<file path="config.mk">
export PLATFORM = sky130hd
export DESIGN_NAME = cpu_sequencer
export DESIGN_NICKNAME = d
export VERILOG_FILES = /design/src/rtl/cpu_sequencer_pkg.sv /design/src/rtl/seq_perf_counters.sv /design/src/rtl/cpu_sequencer.sv
export SDC_FILE = /design/constraint.sdc
export NUM_CORES = 1
export LEC_CHECK = 0
export BUFFER_PORTS_ARGS = -buffer_cell sky130_fd_sc_hd__buf_2
export CELL_PAD_IN_SITES_DETAIL_PLACEMENT = 0
export CELL_PAD_IN_SITES_GLOBAL_PLACEMENT = 1
export CORE_ASPECT_RATIO = 0.7
export CORE_MARGIN = 1.5
export CORE_UTILIZATION = 21
export CTS_CLUSTER_SIZE = 16
export DETAILED_ROUTE_END_ITERATION = 16
export PLACE_DENSITY = 0.89
export SLEW_MARGIN = 20
export SYNTH_ARGS = -nofsm -noshare
export SYNTH_HDL_FRONTEND = slang
export SYNTH_HIERARCHICAL = 1
export SYNTH_SLANG_ARGS = --single-unit
</file>
<file path="constraint.sdc">
create_clock -name clk -period 1.9 [get_ports clk]
set_input_delay 0.38 -clock clk [delete_from_list [all_inputs] [get_ports clk]]
set_output_delay 0.38 -clock clk [all_outputs]
set_load 0.02 [all_outputs]
</file>
<file path="src/rtl/cpu_sequencer_pkg.sv">
// Shared codes for the multicycle sequencer: state encodings and the default halt target.
// FETCH/EXEC1/EXEC2 encodings match the control decoder; HALTED takes the spare code.
package cpu_sequencer_pkg;

    typedef logic [1:0] state_t;

    localparam state_t FETCH  = 2'd0;
    localparam state_t EXEC1  = 2'd1;
    localparam state_t EXEC2  = 2'd2;
    localparam state_t HALTED = 2'd3;

    localparam logic [31:0] HALT_ADDR_DEFAULT = 32'h0000_0000;

endpackage

</file>
<file path="src/rtl/seq_perf_counters.sv">
// Retired-instruction and active-cycle counters; one cycle of latency, both wrap at 2^32.
// No backpressure: counts whatever the sequencer reports each cycle.
module seq_perf_counters (
    input  logic        clk,
    input  logic        rst_n,
    input  logic        retire_i,
    input  logic        active_i,
    output logic [31:0] instr_count_o,
    output logic [31:0] cycle_count_o
);

    logic [31:0] instr_q, instr_d;
    logic [31:0] cycle_q, cycle_d;

    always_comb begin
        instr_d = instr_q;
        cycle_d = cycle_q;
        if (retire_i) instr_d = instr_q + 32'd1;
        if (active_i) cycle_d = cycle_q + 32'd1;
    end

    always_ff @(posedge clk or negedge rst_n) begin
        if (!rst_n) begin
            instr_q <= '0;
            cycle_q <= '0;
        end else begin
            instr_q <= instr_d;
            cycle_q <= cycle_d;
        end
    end

    assign instr_count_o = instr_q;
    assign cycle_count_o = cycle_q;

endmodule

</file>
<file path="src/rtl/cpu_sequencer.sv">
// Multicycle FETCH/EXEC1/EXEC2 sequencer with bus stall, delay-slot-aware halt detection and stall watchdog.
// Stall is same-cycle combinational from waitrequest; state advances one step per unstalled edge.
// Optional perf counters are built only when SEQ_PERF_CNT_EN is defined.
module cpu_sequencer
    import cpu_sequencer_pkg::*;
#(
    parameter logic [31:0] HALT_ADDR        = HALT_ADDR_DEFAULT,
    parameter int          MAX_STALL_CYCLES = 0
) (
    input  logic        clk,
    input  logic        rst_n,
    input  logic        mem_req_i,
    input  logic        waitrequest_i,
    input  logic        branch_i,
    input  logic [31:0] target_i,
    output state_t      state_o,
    output logic        stall_o,
    output logic        active_o,
    output logic        error_o,
    output logic [31:0] instr_count_o,
    output logic [31:0] cycle_count_o
);

    localparam int WD_W = (MAX_STALL_CYCLES > 0) ? $clog2(MAX_STALL_CYCLES + 1) : 1;
    localparam logic [WD_W-1:0] WD_LIMIT = WD_W'(MAX_STALL_CYCLES);

    state_t            state_q, state_d;
    logic              in_ds_q, in_ds_d;
    logic              arm_q, arm_d;
    logic              err_q, err_d;
    logic [WD_W-1:0]   wd_cnt_q, wd_cnt_d;
    logic              wd_fire;
    logic              stall;
    logic              retire;

    assign stall  = mem_req_i & waitrequest_i & (state_q != HALTED);
    assign retire = (state_q == EXEC2) & ~stall;

    // Counter saturates at the limit; the limit being reached is what trips the halt.
    always_comb begin
        wd_cnt_d = wd_cnt_q;
        wd_fire  = 1'b0;
        if (MAX_STALL_CYCLES > 0) begin
            if (stall) begin
                if (wd_cnt_q != WD_LIMIT) wd_cnt_d = wd_cnt_q + 1'b1;
                wd_fire = (wd_cnt_d == WD_LIMIT);
            end else begin
                wd_cnt_d = '0;
            end
        end
    end

    always_comb begin
        state_d = state_q;
        in_ds_d = in_ds_q;
        arm_d   = arm_q;
        err_d   = err_q;
        if (!stall) begin
            case (state_q)
                FETCH: state_d = EXEC1;
                EXEC1: state_d = EXEC2;
                EXEC2: begin
                    // The halt decision uses the arm left by the previous branch; a branch
                    // sitting in this delay slot then re-arms from its own target.
                    state_d = (in_ds_q & arm_q) ? HALTED : FETCH;
                    in_ds_d = branch_i;
                    arm_d   = branch_i & (target_i == HALT_ADDR);
                end
                default: state_d = state_q;
            endcase
        end
        if (wd_fire) begin
            state_d = HALTED;
            err_d   = 1'b1;
        end
    end

    always_ff @(posedge clk or negedge rst_n) begin
        if (!rst_n) begin
            state_q  <= FETCH;
            in_ds_q  <= 1'b0;
            arm_q    <= 1'b0;
            err_q    <= 1'b0;
            wd_cnt_q <= '0;
        end else begin
            state_q  <= state_d;
            in_ds_q  <= in_ds_d;
            arm_q    <= arm_d;
            err_q    <= err_d;
            wd_cnt_q <= wd_cnt_d;
        end
    end

    assign state_o  = state_q;
    assign stall_o  = stall;
    assign active_o = (state_q != HALTED);
    assign error_o  = err_q;

`ifdef SEQ_PERF_CNT_EN
    seq_perf_counters u_perf (
        .clk           (clk),
        .rst_n         (rst_n),
        .retire_i      (retire),
        .active_i      (active_o),
        .instr_count_o (instr_count_o),
        .cycle_count_o (cycle_count_o)
    );
`else
    assign instr_count_o = 32'h0;
    assign cycle_count_o = 32'h0;
`endif

endmodule

</file>
==> impl_metrics.py, run 1 <==
metrics = {
    "status": {
        "outcome": "complete, no violations",
    },
    "logic_synthesis": {
        "ys_ff_latch": 4,
        "synth_cells": 104,
        "syn_area_per_cell_um2": 7.90,
        "synth_enable_flop_cells": 0,
        "ys_warn_count": 6,
        "syn_area_um2": 822,
        "synthFlopType": "dfrtp_1",
        "async_reset_ff_frac": 1.00,
        "synthMostInstantiatedCell": "buf_4",
        "ys_top_cells_by_area": "buf_4 59%, dfrtp_1 12%, ha_1 6.1%",
        "synth_top_cell_by_area": "buf_4",
        "synth_cell_types": 18,
        "synth_top_area_frac": 0.594,
        "yosysSeqAreaShare": 0.122,
        "synth_commonest_cells": "65 x buf_4, 5 x inv_1, 5 x nor4_1",
    },
    "setup_path": {
        "cpMaxStageDelayCell": "dfrtp_1",
        "r2r-start": "state_o[1]",
        "path_max_fanout": 7,
        "startpoint": "state_o[1]",
        "max_stage_delay_ns": 0.44,
        "endpoint_kind": "output pin",
        "critical_path.top_delay_family": "flip-flops",
        "critPathBufInv": 2,
        "arrival_ns": 1.40,
        "criticalPathCategory": "reg2out",
        "crit_path_start_kind": "flip-flop",
        "crit_chain": "ha_1 -> nand3b_1 -> inv_2 -> buf_2",
        "required_ns": 1.52,
    },
    "layout": {
        "regArea_um2": 100,
        "layout.cells.non_filler": 197,
        "syn_to_final_growth_pct": 8.07,
        "drive_above_1_share": 0.313,
        "diodes": 0,
        "final_core_util": 0.245,
        "fin_nets": 190,
        "multi_input_area_um2": 455,
        "n_fill_cell": 414,
    },
    "grt": {
        "grt_pass1_vias": 497,
        "grt_use_total": 0.0596,
        "antenna_found_initial": 0,
        "grt_max_degree": 8,
        "grt-ovfl-total": 0,
        "grt_first_pass_wirelength_um": 2050,
    },
    "route": {
        "drt_iter0_drc": 9,
        "vias": 625,
        "dr.pass1.iters": 4,
        "drc": 0,
        "vias_per_cell": 3.17,
        "ant_nets": 0,
        "drt-total-wl_um": 1430,
        "routedWlPerCell_um": 7.25,
    },
    "sta": {
        "rsz0062_at_grt": "no",
        "whs_ns": 0.427,
        "fin_skew_ns": 0.00460,
        "hold_viol": 0,
        "setup_viol": 0,
        "max_freq_mhz": 562,
        "fin_setup_tns_ns": 0,
        "min_period_ns": 1.78,
        "period_share": 0.937,
        "slew_viol_final": 0,
    },
    "power_and_ir_drop": {
        "p_leak_nw": 0.525,
        "ir_drop_v": 0.000377,
        "powerDensity_mw_per_mm2": 746,
    },
    "place": {
        "routabilityCongestion": 0.765,
        "post-place-cells": 193,
        "port_buffers": 40,
        "dp_hpwl_um": 1320,
    },
    "min_path": {
        "hold_path.class": "in2reg",
        "holdCritStartpoint": "branch_i",
    },
    "floorplanning": {
        "die-area_mm2": 0.00430,
        "initial_core_util": 0.227,
        "dieWidth_um": 77.8,
        "rows": 18,
        "core-area_mm2": 0.00363,
        "pin_count": 106,
        "die_h_um": 55.3,
    },
    "clocking": {
        "clk_path_buf_depth": 2,
        "numCtsBuffers": 3,
        "cts_tree": "done",
        "root_buffer": "clkbuf_8",
        "insertion_delay_ns": 0.22,
        "htreeDepth": 1,
        "cts_sinks": 4,
        "path_clk_slew_ns": 0.03,
    },
    "job": {
        "maxCapViolCount": 0,
    },
}
-- sequential cells by signal (all words and copies together) (netlist names) --
signal,flops
in_ds_q,1
arm_q,1
state_o,2
-- report_power, final --
part / switching, mW / total (mW) / internal, mW
Combinational: 0.236 / 0.337 / 0.101
Clock: 0.0419 / 0.177 / 0.135
Sequential: 0.0351 / 0.149 / 0.114
Total: 0.313 / 0.662 / 0.350
-- worst min-delay path: cells and delay by family --
family        cells  cell delay, ns
buf+inv           1            0.10
simple gates      2            0.13
-- repair_timing --
action | CTS | global route
setup buffers | 0 | 0
hold endpoints to repair | 4 | 0
endpoints found under the setup margin | 0 | 1
resized for setup | 0 | 1
hold buffers | 1 | 0
-- routing by layer --
layer	up-vias	routed length [µm]	global-route usage	share of wire
met2	45	791	0.112	0.55
met5	-	0	0	0
met4	0	10	0.0156	0.0070
li1	302	-	-	-
met1	276	452	0.0613	0.32
met3	2	173	0.0231	0.12
-- per-stage QoR --
step / total power [mW] / worst slack [ns] / cell area [µm²]
2_1_floorplan: 0.489 / 0.390 / 1060
3_3_place_gp: 0.475 / 0.317 / 837
3_5_place_dp: 0.482 / 0.292 / 837
4_1_cts: 0.665 / 0.0544 / 888
5_1_grt: 0.721 / 0.0189 / 888
6_report: 0.662 / 0.121 / 888
-- worst paths after layout --
check                             end  slack, ns  cells past startpoint
max                           stall_o       0.12                      4
max reg2reg                state_o[1]       0.52                      4
min reg2reg                   in_ds_q       0.54                      2
min                           in_ds_q       0.43                      3
max in group asynchronous       arm_q       1.27                      2
min in group asynchronous  state_o[0]       0.50                      2
-- cells in the final DEF (no fill, tap or decap), drive strengths merged, types with 2 or more instances in the layout --
| master | count |
|---|---|
| nor4 | 6 |
| dfrtp | 4 |
| inv | 5 |
| conb | 65 |
| o21ai | 4 |
| clkbuf | 3 |
| nand4 | 2 |
| ha | 4 |
| nand3 | 2 |
| o31ai | 2 |
| a31oi | 2 |
| buf | 40 |
| nor2 | 2 |
-- cells by family after synthesis --
family,share of synthesized area
buffers and inverters,0.616
AND/OR/NAND/NOR,0.128
AO/OA/AOI/OAI,0.0685
adder cells (fa/ha/maj),0.0609
flip-flops,0.122
other,0.00456
-- area by class of cell --
cell class / instances / share of cell area
inverter: 5 / 0.0211
timing repair buffer: 41 / 0.237
tap: 50 / 0.0704
sequential: 4 / 0.113
multi-input combinational: 94 / 0.513
clock buffer: 3 / 0.0465
(Power assumes the default switching activity.)
==> run 2, diff against run 1 <==
- ABC_AREA: default -> 1
- CTS_CLUSTER_SIZE: 16 -> 10
- PLACE_DENSITY: 0.89 -> 0.9
==> impl_metrics.py, run 2 <==
metrics = {
    "clocking": {
        "post_cts_resized": 0,
        "insertion_delay_ns": 0.22,
        "numCtsBuffers": 3,
        "root_buffer": "clkbuf_8",
        "path_clk_slew_ns": 0.03,
        "post_cts_buffers": 0,
        "clk_path_buf_depth": 2,
        "cts_tree": "done",
        "htreeDepth": 1,
        "cts_hold_buf": 1,
        "cts_sinks": 4,
    },
    "setup_path": {
        "path_max_fanout": 5,
        "endpoint_kind": "output pin",
        "required_ns": 1.52,
        "arrival_ns": 1.20,
        "crit_path_start_kind": "flip-flop",
        "criticalPathCategory": "reg2out",
    },
    "route": {
        "drt-total-wl_um": 1320,
        "vias": 640,
        "drc": 0,
        "routedWlPerCell_um": 5.93,
        "drt_iter0_drc": 5,
        "vias_per_cell": 2.88,
        "ant_nets": 0,
        "dr.pass1.iters": 2,
    },
    "sta": {
        "hold_viol": 0,
        "slew_viol_final": 0,
        "period_share": 0.831,
        "max_freq_mhz": 633,
        "setup_viol": 0,
        "rsz0062_at_grt": "no",
        "min_period_ns": 1.58,
        "fin_setup_tns_ns": 0,
        "fin_skew_ns": 0.00463,
        "fin_ws_ns": 0.321,
        "whs_ns": 0.466,
    },
    "logic_synthesis": {
        "synth_cells": 127,
        "syn_area_per_cell_um2": 6.74,
        "synthSimpleGateAreaFrac": 0.189,
        "synth_cell_types": 12,
        "yosysSeqAreaShare": 0.117,
        "async_reset_ff_frac": 1.00,
        "ys_warn_count": 6,
        "ys_ff_latch": 4,
        "ys_top_cells_by_area": "buf_4 57%, dfrtp_1 12%, nor2_1 10%",
        "synthMostInstantiatedCell": "buf_4",
        "synth_top_area_frac": 0.570,
        "synth_top_cell_by_area": "buf_4",
        "synth_top_family_by_area": "buffers and inverters",
        "synth_compound_area_frac": 0.0395,
        "synth.area.mux_share": 0,
        "synthFlopType": "dfrtp_1",
        "synth_commonest_cells": "65 x buf_4, 23 x nor2_1, 17 x nand2_1, 5 x inv_1",
        "synth_enable_flop_cells": 0,
        "synth-xor-area-share": 0,
        "synth_fa_ha_area_frac": 0.0585,
        "syn_area_um2": 856,
    },
    "layout": {
        "n_fill_cell": 454,
        "diodes": 0,
        "fin_nets": 213,
        "final_common_cell": "conb_1",
        "syn_to_final_growth_pct": 8.04,
        "regArea_um2": 100,
        "multi_input_area_um2": 489,
        "drive_above_1_share": 0.265,
        "largest_reg_flops": 2,
        "final_core_util": 0.236,
        "final_cell_mix": "65 x conb_1, 40 x buf_2, 23 x nor2_1, 17 x nand2_1, 5 x inv_1",
    },
    "min_path": {
        "hold_path.class": "in2reg",
    },
    "grt": {
        "grt-ovfl-total": 0,
        "antenna_found_initial": 0,
        "grt_max_degree": 6,
        "grt_first_pass_wirelength_um": 1700,
        "grt_use_total": 0.0508,
        "grt_pass1_vias": 433,
    },
    "place": {
        "dp_hpwl_um": 1200,
        "port_buffers": 40,
        "routabilityCongestion": 0.702,
        "place_ws_ns": 0.549,
    },
    "power_and_ir_drop": {
        "powerDensity_mw_per_mm2": 708,
        "p_leak_nw": 0.568,
        "ir_drop_v": 0.000216,
    },
    "floorplanning": {
        "die-area_mm2": 0.00447,
        "die_h_um": 56.4,
        "pin_count": 106,
        "core-area_mm2": 0.00392,
        "initial_core_util": 0.218,
        "rows": 19,
        "dieWidth_um": 79.3,
    },
    "job": {
        "maxCapViolCount": 0,
    },
    "status": {
        "outcome": "complete, no violations",
    },
}
## run 2: area by class of cell
type / instances / share of cell area
Inverter: 5 / 0.0203
Clock buffer: 3 / 0.0447
Tap cell: 52 / 0.0704
Multi-Input combinational cell: 117 / 0.529
Timing Repair Buffer: 41 / 0.227
Sequential cell: 4 / 0.108
## run 2: final timing paths
| kind | start | end | slack (ns) | cells past startpoint |
|---|---|---|---|---|
| hold / removal | branch_i | in_ds_q | 0.47 | 3 |
| setup / recovery | state_o[0] | stall_o | 0.32 | 3 |
| hold reg to reg | arm_q | arm_q | 0.48 | 2 |
| min in group asynchronous | rst_n | state_o[0] | 0.52 | 2 |
| max in group asynchronous | rst_n | in_ds_q | 1.26 | 2 |
| setup reg to reg | state_o[0] | state_o[0] | 0.72 | 6 |
## run 2: logic make-up (layout without fill, tap and decap cells)
family / after synthesis / count (layout)
buffers and inverters: 70 / 49
and+or+nand+nor: 42 / 42
AOI/OAI and AO/OA: 6 / 6
adders and majority gates: 4 / 4
DFF: 4 / 4
other: 1 / 65
## run 2: critical path, stage by stage (launching register included)
cell	delay [ns]
dfrtp_1	0.42
ha_1	0.27
nor2_2	0.13
buf_2	0.17
## run 2: stage by stage
stage	instances	power (mW)	area, µm²
final	222	0.654	925
after CTS	222	0.662	925
after global placement	218	0.478	873
after floorplan	191	0.489	1100
after detailed placement	218	0.475	873
after global routing	222	0.712	925
## run 2: power by group
part | switching (mW) | leakage, nW | internal (mW) | total [mW]
Combinational | 0.241 | 0.495 | 0.0947 | 0.335
Clock | 0.0420 | 0.0216 | 0.135 | 0.177
Sequential | 0.0285 | 0.0516 | 0.114 | 0.142
## run 2: per-layer routing
metal	vias up	track usage	wire length (µm)
li1	341	-	-
met1	257	0.0499	474
met2	42	0.0855	684
met3	0	0.0260	157
met4	0	0.0301	0
met5	-	0	0
==> run 3, diff against run 2 <==
- CORE_UTILIZATION: 21 -> 19
- PLACE_DENSITY: 0.9 -> 0.83
- clock period: 1.9 -> 1.6 ns (I/O delays scaled with it)
==> impl_metrics.py, run 3 (synthesized netlist as in run 2, its figures left out) <==
metrics = {
    "sta": {
        "setup_viol": 0,
        "period_share": 0.942,
        "rsz0062_at_grt": "no",
        "min_period_ns": 1.51,
        "fin_ws_ns": 0.0928,
        "fin_skew_ns": 0.00249,
        "fin_setup_tns_ns": 0,
        "max_freq_mhz": 663,
        "hold_viol": 0,
        "slew_viol_final": 0,
    },
    "place": {
        "dp_hpwl_um": 1220,
        "routabilityCongestion": 0.692,
        "place_ws_ns": 0.311,
        "port_buffers": 40,
    },
    "setup_path": {
        "required_ns": 1.28,
        "cpMaxStageDelayCell": "dfrtp_1",
        "max_stage_delay_ns": 0.41,
        "critPathBufInv": 1,
        "criticalPathCategory": "reg2out",
        "endpoint_kind": "output pin",
        "critical_path.top_delay_family": "flip-flops",
        "crit_path_start_kind": "flip-flop",
        "crit_chain": "ha_1 -> nor2_2 -> buf_2",
        "path_max_fanout": 5,
        "arrival_ns": 1.19,
    },
    "route": {
        "dr.pass1.iters": 4,
        "routedWlPerCell_um": 5.96,
        "vias": 642,
        "drt-total-wl_um": 1340,
        "vias_per_cell": 2.85,
        "drt_iter0_drc": 8,
        "drc": 0,
        "ant_nets": 0,
    },
    "clocking": {
        "insertion_delay_ns": 0.22,
        "root_buffer": "clkbuf_8",
        "path_clk_slew_ns": 0.03,
        "htreeDepth": 1,
        "cts_sinks": 4,
        "numCtsBuffers": 3,
        "clk_path_buf_depth": 2,
        "cts_tree": "done",
        "post_cts_buffers": 0,
    },
    "power_and_ir_drop": {
        "pwr-share-clk": 0.275,
        "power_mw": 0.784,
        "powerDensity_mw_per_mm2": 844,
        "pwr-share-comb": 0.513,
        "seqPwrFrac": 0.212,
        "p_sw_mw": 0.375,
        "swShare": 0.478,
        "p_leak_nw": 0.568,
        "power.internal_mw": 0.409,
        "ir_drop_v": 0.000504,
    },
    "grt": {
        "grt_first_pass_wirelength_um": 1840,
        "grt_use_total": 0.0505,
        "grt_pass1_vias": 426,
        "grt-ovfl-total": 0,
        "antenna_found_initial": 0,
        "grt_max_degree": 6,
    },
    "floorplanning": {
        "core-area_mm2": 0.00433,
        "die_h_um": 59.2,
        "initial_core_util": 0.198,
        "pin_count": 106,
        "dieWidth_um": 83.2,
        "rows": 20,
        "die-area_mm2": 0.00492,
    },
    "layout": {
        "final_cell_mix": "65 x conb_1, 40 x buf_2, 23 x nor2_1, 17 x nand2_1, 5 x inv_1",
        "diodes": 0,
        "largest_reg_flops": 2,
        "syn_to_final_growth_pct": 8.48,
        "drive_above_1_share": 0.265,
        "final_core_util": 0.214,
        "final_common_cell": "conb_1",
        "fin_nets": 213,
    },
    "job": {
        "maxCapViolCount": 0,
    },
    "min_path": {
        "hold_path.class": "in2reg",
    },
    "status": {
        "outcome": "complete, no violations",
    },
}
run 3: cell counts in the layout (fill, tap and decap cells not counted):
No cell type changed its count.
run 3: layout make-up:
| cell class | instances | area, µm² |
|---|---|---|
| Multi-Input combinational cell | 117 | 489 |
| Fill cell | 492 | 3400 |
| Clock buffer | 3 | 41.3 |
| Tap cell | 55 | 68.8 |
| Inverter | 5 | 18.8 |
| Timing Repair Buffer | 41 | 210 |
| Sequential cell | 4 | 100 |
run 3: repair_timing:
| action | 4_1_cts | 5_1_grt |
|---|---|---|
| hold buffers | 1 | 0 |
| hold endpoints to repair | 4 | 0 |
| resized for setup | 0 | 0 |
run 3: final timing paths:
path / end / from / cells past startpoint / slack (ns)
max in group asynchronous: state_o[0] / rst_n / 2 / 1.04
setup / recovery: stall_o / state_o[0] / 3 / 0.09
hold reg to reg: arm_q / arm_q / 2 / 0.48
setup reg to reg: state_o[0] / state_o[0] / 6 / 0.40
min in group asynchronous: arm_q / rst_n / 2 / 0.43
hold / removal: in_ds_q / branch_i / 3 / 0.37
run 3: power groups by stage:
stage | Clock [mW] | Combinational, mW | Sequential (mW)
after floorplan | 0 | 0.390 | 0.190
after global placement | 0 | 0.395 | 0.165
after detailed placement | 0 | 0.400 | 0.168
after CTS | 0.222 | 0.405 | 0.167
after global routing | 0.231 | 0.458 | 0.172
final | 0.216 | 0.402 | 0.166
run 3: stage by stage:
step	instance area (µm²)	hold WS, ns	instances
after floorplan	1100	0.0244	191
after global placement	877	0.131	221
after detailed placement	877	0.132	221
after CTS	928	0.371	225
after global routing	928	0.415	225
final	928	0.372	225
run 3: worst register-to-register path, delay by kind of cell (launching register included):
| kind | cells | cell delay (ns) |
|---|---|---|
| compound gates | 2 | 0.18 |
| fa+ha+maj | 1 | 0.24 |
| buf+inv | 1 | 0.09 |
| flops | 1 | 0.39 |
| simple gates | 2 | 0.17 |
run 3: layer usage:
layer / part of all wire / vias up / track usage
li1: - / 340 / -
met4: 0.022 / 0 / 0.0571
met3: 0.11 / 3 / 0.0181
met1: 0.40 / 255 / 0.0629
met5: 0 / - / 0
met2: 0.46 / 44 / 0.0627
